**src/rtl/cache_mem_arbiter_pkg.sv**
```systemverilog
`default_nettype none
// ============================================================================
//  Module      : cache_pkg
//  Description : Shared types and width constants for the cache-to-memory
//                arbiter (FSM states, requester identity, bus widths).
//  Revision    : 1.0 - initial release
// ============================================================================
package cache_pkg;

    localparam int unsigned ADDR_W = 32;
    localparam int unsigned LINE_W = 256;
    localparam int unsigned BE_W   = LINE_W / 8;

    // Arbiter FSM states
    typedef enum logic [1:0] {
        IDLE   = 2'd0,
        BUSY_I = 2'd1,
        BUSY_D = 2'd2,
        DONE   = 2'd3
    } arb_state_t;

    // Which cache owns (or last owned) the memory port
    typedef enum logic [0:0] {
        REQ_I = 1'b0,
        REQ_D = 1'b1
    } requester_t;

endpackage : cache_pkg
`default_nettype wire

```
**src/rtl/cache_mem_arbiter_grant_sel.sv**
```systemverilog
`default_nettype none
// ============================================================================
//  Module      : arb_grant_sel
//  Description : Combinational winner select between the I-cache and D-cache
//                requests. With CACHE_ARB_RR_EN defined, ties go to the
//                requester that did not win last time; otherwise the D-cache
//                always wins ties.
//  Revision    : 1.0 - initial release
// ============================================================================
module arb_grant_sel
    import cache_pkg::*;
(
    input  logic       icache_req,
    input  logic       dcache_req,
`ifdef CACHE_ARB_RR_EN
    input  requester_t last_grant,
`endif
    output logic       grant_valid,
    output requester_t grant
);

    // Pick a winner whenever at least one cache is requesting
    always_comb begin
        grant_valid = icache_req | dcache_req;
        grant       = REQ_D;
        if (icache_req && !dcache_req) begin
            grant = REQ_I;
        end else if (icache_req && dcache_req) begin
`ifdef CACHE_ARB_RR_EN
            grant = (last_grant == REQ_D) ? REQ_I : REQ_D;
`else
            grant = REQ_D;
`endif
        end
    end

endmodule : arb_grant_sel
`default_nettype wire

```
**src/rtl/cache_mem_arbiter.sv**
```systemverilog
`default_nettype none
// ============================================================================
//  Module      : cache_mem_arbiter
//  Description : Shares one cacheline adaptor port between the I-cache
//                (read-only) and D-cache (read/write). Grants one whole line
//                transaction at a time, latches the winning request and routes
//                the completion pulse back to the winner only.
//                Optional feature macro: CACHE_ARB_RR_EN (round-robin ties).
//  Revision    : 1.0 - initial release
// ============================================================================
module cache_mem_arbiter #(
    parameter int unsigned ADDR_W = cache_pkg::ADDR_W,
    parameter int unsigned LINE_W = cache_pkg::LINE_W,
    parameter int unsigned BE_W   = cache_pkg::BE_W
) (
    input  logic              clk,
    input  logic              rst,

    input  logic [ADDR_W-1:0] i_mem_address,
    input  logic              i_mem_read,
    output logic [LINE_W-1:0] i_mem_rdata,
    output logic              i_mem_resp,

    input  logic [ADDR_W-1:0] d_mem_address,
    input  logic              d_mem_read,
    input  logic              d_mem_write,
    input  logic [LINE_W-1:0] d_mem_wdata,
    input  logic [BE_W-1:0]   d_mem_byte_enable,
    output logic [LINE_W-1:0] d_mem_rdata,
    output logic              d_mem_resp,

    output logic [ADDR_W-1:0] ca_mem_address,
    output logic              ca_mem_read,
    output logic              ca_mem_write,
    output logic [LINE_W-1:0] ca_mem_wdata,
    output logic [BE_W-1:0]   ca_mem_byte_enable,
    input  logic [LINE_W-1:0] ca_mem_rdata,
    input  logic              ca_mem_resp
);
    import cache_pkg::*;

    arb_state_t        r_state;
    arb_state_t        w_next_state;
    logic              w_load;
    logic              w_clear;
    logic              w_grant_valid;
    requester_t        w_grant;
    logic              w_dcache_req;

    logic [ADDR_W-1:0] r_addr;
    logic              r_read;
    logic              r_write;
    logic [LINE_W-1:0] r_wdata;
    logic [BE_W-1:0]   r_be;

    assign w_dcache_req = d_mem_read | d_mem_write;

`ifdef CACHE_ARB_RR_EN
    requester_t        r_last_grant;

    // Remember who won most recently so the other side wins the next tie
    always_ff @(posedge clk) begin
        if (rst) begin
            r_last_grant <= REQ_D;
        end else if (w_load) begin
            r_last_grant <= w_grant;
        end
    end
`endif

    arb_grant_sel u_grant_sel (
        .icache_req  (i_mem_read),
        .dcache_req  (w_dcache_req),
`ifdef CACHE_ARB_RR_EN
        .last_grant  (r_last_grant),
`endif
        .grant_valid (w_grant_valid),
        .grant       (w_grant)
    );

    // State register
    always_ff @(posedge clk) begin
        if (rst) begin
            r_state <= IDLE;
        end else begin
            r_state <= w_next_state;
        end
    end

    // Next-state logic plus load/clear strobes for the request latch
    always_comb begin
        w_next_state = r_state;
        w_load       = 1'b0;
        w_clear      = 1'b0;
        case (r_state)
            IDLE: begin
                if (w_grant_valid) begin
                    w_load       = 1'b1;
                    w_next_state = (w_grant == REQ_I) ? BUSY_I : BUSY_D;
                end
            end
            BUSY_I, BUSY_D: begin
                if (ca_mem_resp) begin
                    w_clear      = 1'b1;
                    w_next_state = DONE;
                end
            end
            DONE: begin
                // Requesters get this cycle to drop their request
                w_next_state = IDLE;
            end
            default: begin
                w_next_state = IDLE;
            end
        endcase
    end

    // Latch the winner's request; only strobes clear on completion so that
    // address and data stay put until the adaptor is done with them
    always_ff @(posedge clk) begin
        if (rst) begin
            r_addr  <= '0;
            r_read  <= 1'b0;
            r_write <= 1'b0;
            r_wdata <= '0;
            r_be    <= '0;
        end else if (w_load) begin
            if (w_grant == REQ_I) begin
                r_addr  <= i_mem_address;
                r_read  <= 1'b1;
                r_write <= 1'b0;
                r_wdata <= '0;
                r_be    <= '1;
            end else begin
                // Write takes precedence if the D-cache raises both strobes
                r_addr  <= d_mem_address;
                r_read  <= d_mem_read & ~d_mem_write;
                r_write <= d_mem_write;
                r_wdata <= d_mem_wdata;
                r_be    <= d_mem_byte_enable;
            end
        end else if (w_clear) begin
            r_read  <= 1'b0;
            r_write <= 1'b0;
        end
    end

    assign ca_mem_address     = r_addr;
    assign ca_mem_read        = r_read;
    assign ca_mem_write       = r_write;
    assign ca_mem_wdata       = r_wdata;
    assign ca_mem_byte_enable = r_be;

    // Read data is broadcast; only the owner's resp qualifies it
    assign i_mem_rdata = ca_mem_rdata;
    assign d_mem_rdata = ca_mem_rdata;
    assign i_mem_resp  = ca_mem_resp & (r_state == BUSY_I);
    assign d_mem_resp  = ca_mem_resp & (r_state == BUSY_D);

endmodule : cache_mem_arbiter
`default_nettype wire

```
**config.mk**
```make
export PLATFORM = sky130hd
export DESIGN_NAME = cache_mem_arbiter
export DESIGN_NICKNAME = d
export VERILOG_FILES = /design/src/rtl/cache_mem_arbiter_pkg.sv /design/src/rtl/cache_mem_arbiter_grant_sel.sv /design/src/rtl/cache_mem_arbiter.sv
export SDC_FILE = /design/constraint.sdc
export NUM_CORES = 1
export LEC_CHECK = 0
export CORE_AREA = 2 2 566 568
export CTS_CLUSTER_SIZE = 10
export DETAILED_ROUTE_END_ITERATION = 16
export DIE_AREA = 0 0 568 570
export HOLD_SLACK_MARGIN = 0.06
export PLACE_DENSITY = 0.3
export SLEW_MARGIN = 40
export SYNTH_ARGS = -nofsm -noshare
export SYNTH_HDL_FRONTEND = slang
export SYNTH_SLANG_ARGS = --single-unit
```
**constraint.sdc**
```tcl
create_clock -name clk -period 3.7 [get_ports clk]
set_input_delay 0.74 -clock clk [delete_from_list [all_inputs] [get_ports clk]]
set_output_delay 0.74 -clock clk [all_outputs]
set_load 0.02 [all_outputs]
```
After elaboration in Yosys (flattened, before gate mapping). Index checks and enable logic that the tools add are counted.

Eq/ne operators: 5. Multiplexer cells: 16. Bitwise operators: 6. Reduce and logical (&&, ||, !) cells: 6.

Operators with widths (count): $mux W256 (1); $mux W32 (2); $mux W1 (9); $mux W2 (3); $pmux W2 S3 (1); $eq A2 B2 Y1 const B (2); $and A1 B1 Y1 (3); $eq A2 B1 Y1 const B (1); $logic_not A2 Y1 (1); $ne A2 B1 Y1 const B (1); $ne A2 B2 Y1 const B (1); $or A1 B1 Y1 (2); $reduce_and A2 Y1 (1); $reduce_bool A2 Y1 (1); $reduce_or A2 Y1 (1); $logic_and A1 B1 Y1 (1); $logic_not A1 Y1 (1); $not A1 Y1 (1).

Bits in registers: 324. Bits of input ports: 614. Output and inout bits: 836. Word-level logic and storage cells: 39.

Logic depth before layout (Yosys ltp).
Depth in word-level cells: 6. Mapped depth: 8. Gate-level depth less buffers: 5.

Cells and area by module. Synthesis repeated with hierarchy kept, for this count alone.

Cell total of the unflattened synthesis: 1969. Area total of the unflattened synthesis: 15935.3 um^2.

Modules (own cells, without submodules): cache_mem_arbiter (instances 1, cells each 1967, area each 15922.8 um^2, sequential area each 6486.2 um^2); arb_grant_sel (instances 1, cells each 2, area each 12.5 um^2, sequential area each 0.0 um^2).

Worst setup path before layout. OpenSTA, ideal clock, no wires.

Kind: input to register. Start point: input port d_mem_write. End point: register r_wdata[100] (netlist: ca_mem_wdata[100]). Library setup time: 0.117 ns. Arrival: 1.743 ns. Data required time: 3.583 ns. Path slack: 1.841 ns. Stages on the path: 6. Path buffers: 3. Cells stage by stage: buf_6 > o21ai_2 > nor2_4 > buf_2 > buf_1 > a22o_1.

Cells in the longest elaborated chain, start to end: 4. Elaborated cells between the ends (all ways): 7. Classes of those cells: mux (3); bitwise (2); reduce/logical (2).

Ends and longest elaborated chain: start, declared (RTL line cache_mem_arbiter.sv:26) `input logic d_mem_write,`; $or A1 B1 Y1 (*) (RTL line cache_mem_arbiter.sv:56) `assign w_dcache_req = d_mem_read | d_mem_write;`; $or A1 B1 Y1 or $logic_not A1 Y1 (tied branches) (RTL line cache_mem_arbiter_grant_sel.sv:24, cache_mem_arbiter_grant_sel.sv:26); $mux W1 or $logic_and A1 B1 Y1 (tied branches) (RTL line cache_mem_arbiter.sv:97, cache_mem_arbiter_grant_sel.sv:26); $mux W1 or $mux W256 (tied branches) (RTL line cache_mem_arbiter.sv:95, cache_mem_arbiter.sv:128); end signal, assigned (RTL line cache_mem_arbiter.sv:139) `r_wdata <= d_mem_wdata;`; end, declared (RTL line cache_mem_arbiter.sv:53) `logic [LINE_W-1:0] r_wdata;`.

Mark *: on every way between the ends. The rest lies on a longest branch, timed or not. A chain may end at the register's enable or synchronous reset.

Worst setup path in the final report.
Start point: input port ca_mem_resp. End point: output port i_mem_resp.

Cells in the longest elaborated chain, start to end: 1.

Ends and longest elaborated chain: start, declared (RTL line cache_mem_arbiter.sv:38) `input logic ca_mem_resp`; $and A1 B1 Y1 (RTL line cache_mem_arbiter.sv:157) `assign i_mem_resp = ca_mem_resp & (r_state == BUSY_I);`; end, declared (RTL line cache_mem_arbiter.sv:22) `output logic i_mem_resp,`.

No other way between the ends.

==> metrics.txt <==
Worst VDD drop 348 uV; Die Y-Extent 570 um; antenna violations before repair 192; Final Cycle Share 85.9%; maximum root-to-sink buffer count 3; setup_tns 0 ns; Net Count, Synth 2099; EDFF count, synth 0; Root Buffer clkbuf_16; Startpoint Class input port; most common library cells after synthesis buf_4 (513), dfxtp_1 (324), a22o_1 (256); synth top area cells dfxtp_1 (44%), buf_4 (26%), a22o_1 (15%); sequential element share of the synthesized area 43.7%; # clock sinks 324; drt pass-1 iters 4; gpl congestion 0.781; placed cell count 5753; final wirelength 166 mm; post-DP HPWL 146 mm; initial DRC count 651; Final #Nets 2244; Yosys top cell area share 43.7%; reg-to-reg startpoint r_state[0]$_SDFFE_PP0P_; RSZ-0062 raised after global routing false; CTS Buf Count 51; maxcap violations 0; number of cells upsized or downsized after cts 0; Core ar. 0.317 mm2; die area 0.324 mm2; Pwr Total 17.8 mW; worst hold slack 0.432 ns; CP endpoint kind output port; PD cells 725 mW/mm2; Place WS 0.354 ns; most frequent cell after synthesis buf_4; Total GRT Usage 9.82%; drt wl/cell 28.1 um; fillcell total 36.8k; TritonCTS clock tree done; setup bufs post-CTS 0; Layout Skew 0.0333 ns; FMAX 315 MHz; DR vias 12.5k; Top Ports 1450; Slew HR 51.9%; Seq cells post-synth 324; Setup violations, final 0; antenna-violating nets left 0; hold_sp rst; post-synthesis cell type count 33; Worst EP required 2.96 ns; crit path time final 3.18 ns; share of layout cells above drive strength 1 6.85%; maximum fanout along the worst path 5; Synth Warn # 0; HP Class input port to flip-flop; IO buf count 681; grt ovf 0; Max Slew Vio Count 0; Worst-Skew Late Latency 0.69 ns; FFs w/ async S/R, synth 0%; Synth area leader dfxtp_1; Post-Syn Area 0.0148 mm2; Critical path origin ca_mem_resp; Site Rows 207; Avg Cell Area, Syn 10.0 um2; Die Wd 568 um; Leak 7.60 nW; largest net degree at the start of global routing 98; outcome complete, no violations; vias in the first global route 12.3k; hold_buf cts 0; Area growth syn-to-layout 65.8%; clk slew on worst S/H paths 0.06 ns; first-pass GRT wire length 194 mm; CP Class input port to output port; Finished Layout Cells 5895; count of final hold-check violations 0; worst slew pin tran 0.719 ns; DR vias/cell 2.12; top_reg_cell synth dfxtp_1; Residual DRC 0; synthesized instance count 1481; initial core utilization 4.68%; CP Data Arrival Time 2.44 ns; PnR worst setup slack 0.523 ns; H-Tree Level Count 2
==> worst max-delay path, stage by stage <==
cell,delay (ns)
clkdlybuf4s50_1,0.80
and2_1,0.24
clkdlybuf4s50_1,0.63
==> placed cells by master, fill, tap and decap left out, drive strengths merged, types with 4 or more instances in the layout <==
cell type / n
nor3b: 32
nand2b: 33
o22ai: 32
ha: 4
nor4: 33
nor2: 68
inv: 6
diode: 50
a22o: 256
dfxtp: 324
clkinvlp: 4
bufinv: 4
buf: 23
clkdlybuf4s50: 679
clkbuf: 73
nor3: 65
clkinv: 8
==> path summary, 6_finish.rpt <==
kind	to	slack (ns)	cells past startpoint
min	ca_mem_write$_SDFFE_PP0P_	0.43	2
max	i_mem_resp	0.52	3
min reg2reg	ca_mem_wdata[218]$_SDFFE_PP0P_	0.47	1
max reg2reg	ca_mem_wdata[219]$_SDFFE_PP0P_	1.19	7
==> flip-flops by register name, indices dropped and copies added, names as in the netlist <==
register,flops
ca_mem_wdata,256
ca_mem_address,32
ca_mem_byte_enable,32
r_state,2
ca_mem_read,1
ca_mem_write,1
==> cell type report <==
type / instances / area [um2] / area share, %
repair buffers: 702 / 7070 / 28.7
diodes: 50 / 125 / 0.508
multi-input cells: 544 / 3930 / 16.0
flip-flops and latches: 324 / 6490 / 26.4
well taps: 4180 / 5230 / 21.3
inverters: 3 / 11.3 / 0.0458
clock buffers: 73 / 1500 / 6.10
clock inverters: 19 / 256 / 1.04
==> stage by stage <==
step                      area [um2]  utilization (%)
final                          24600             7.76
after global routing           24500             7.73
after CTS                      24500             7.72
after detailed placement       22700             7.16
after global placement         22700             7.16
after floorplan                14800                -
==> layer usage <==
layer	share of wire [%]	routed length, um	global-route usage [%]	vias to the layer above
met5	0.70	1170	0.863	-
met4	3.0	4950	2.68	135
met3	23	38800	11.3	400
met2	42	69600	14.7	1339
met1	31	51100	8.35	5548
li1	-	-	-	5074
==> report_power, final <==
group | total [mW] | leakage [nW] | switching, mW | internal [mW]
clock | 5.24 | 0.853 | 2.14 | 3.10
sequential | 5.14 | 2.67 | 0.615 | 4.52
combinational | 7.47 | 4.07 | 4.35 | 3.11
==> kinds of logic after synthesis <==
group | share of synthesized area [%]
AO/OA/AOI/OAI | 16.9
adder cells (fa/ha/maj) | 0.337
buffers and inverters | 30.0
flip-flops | 43.7
AND/OR/NAND/NOR | 9.02
Power figures use the tool's default switching activity.
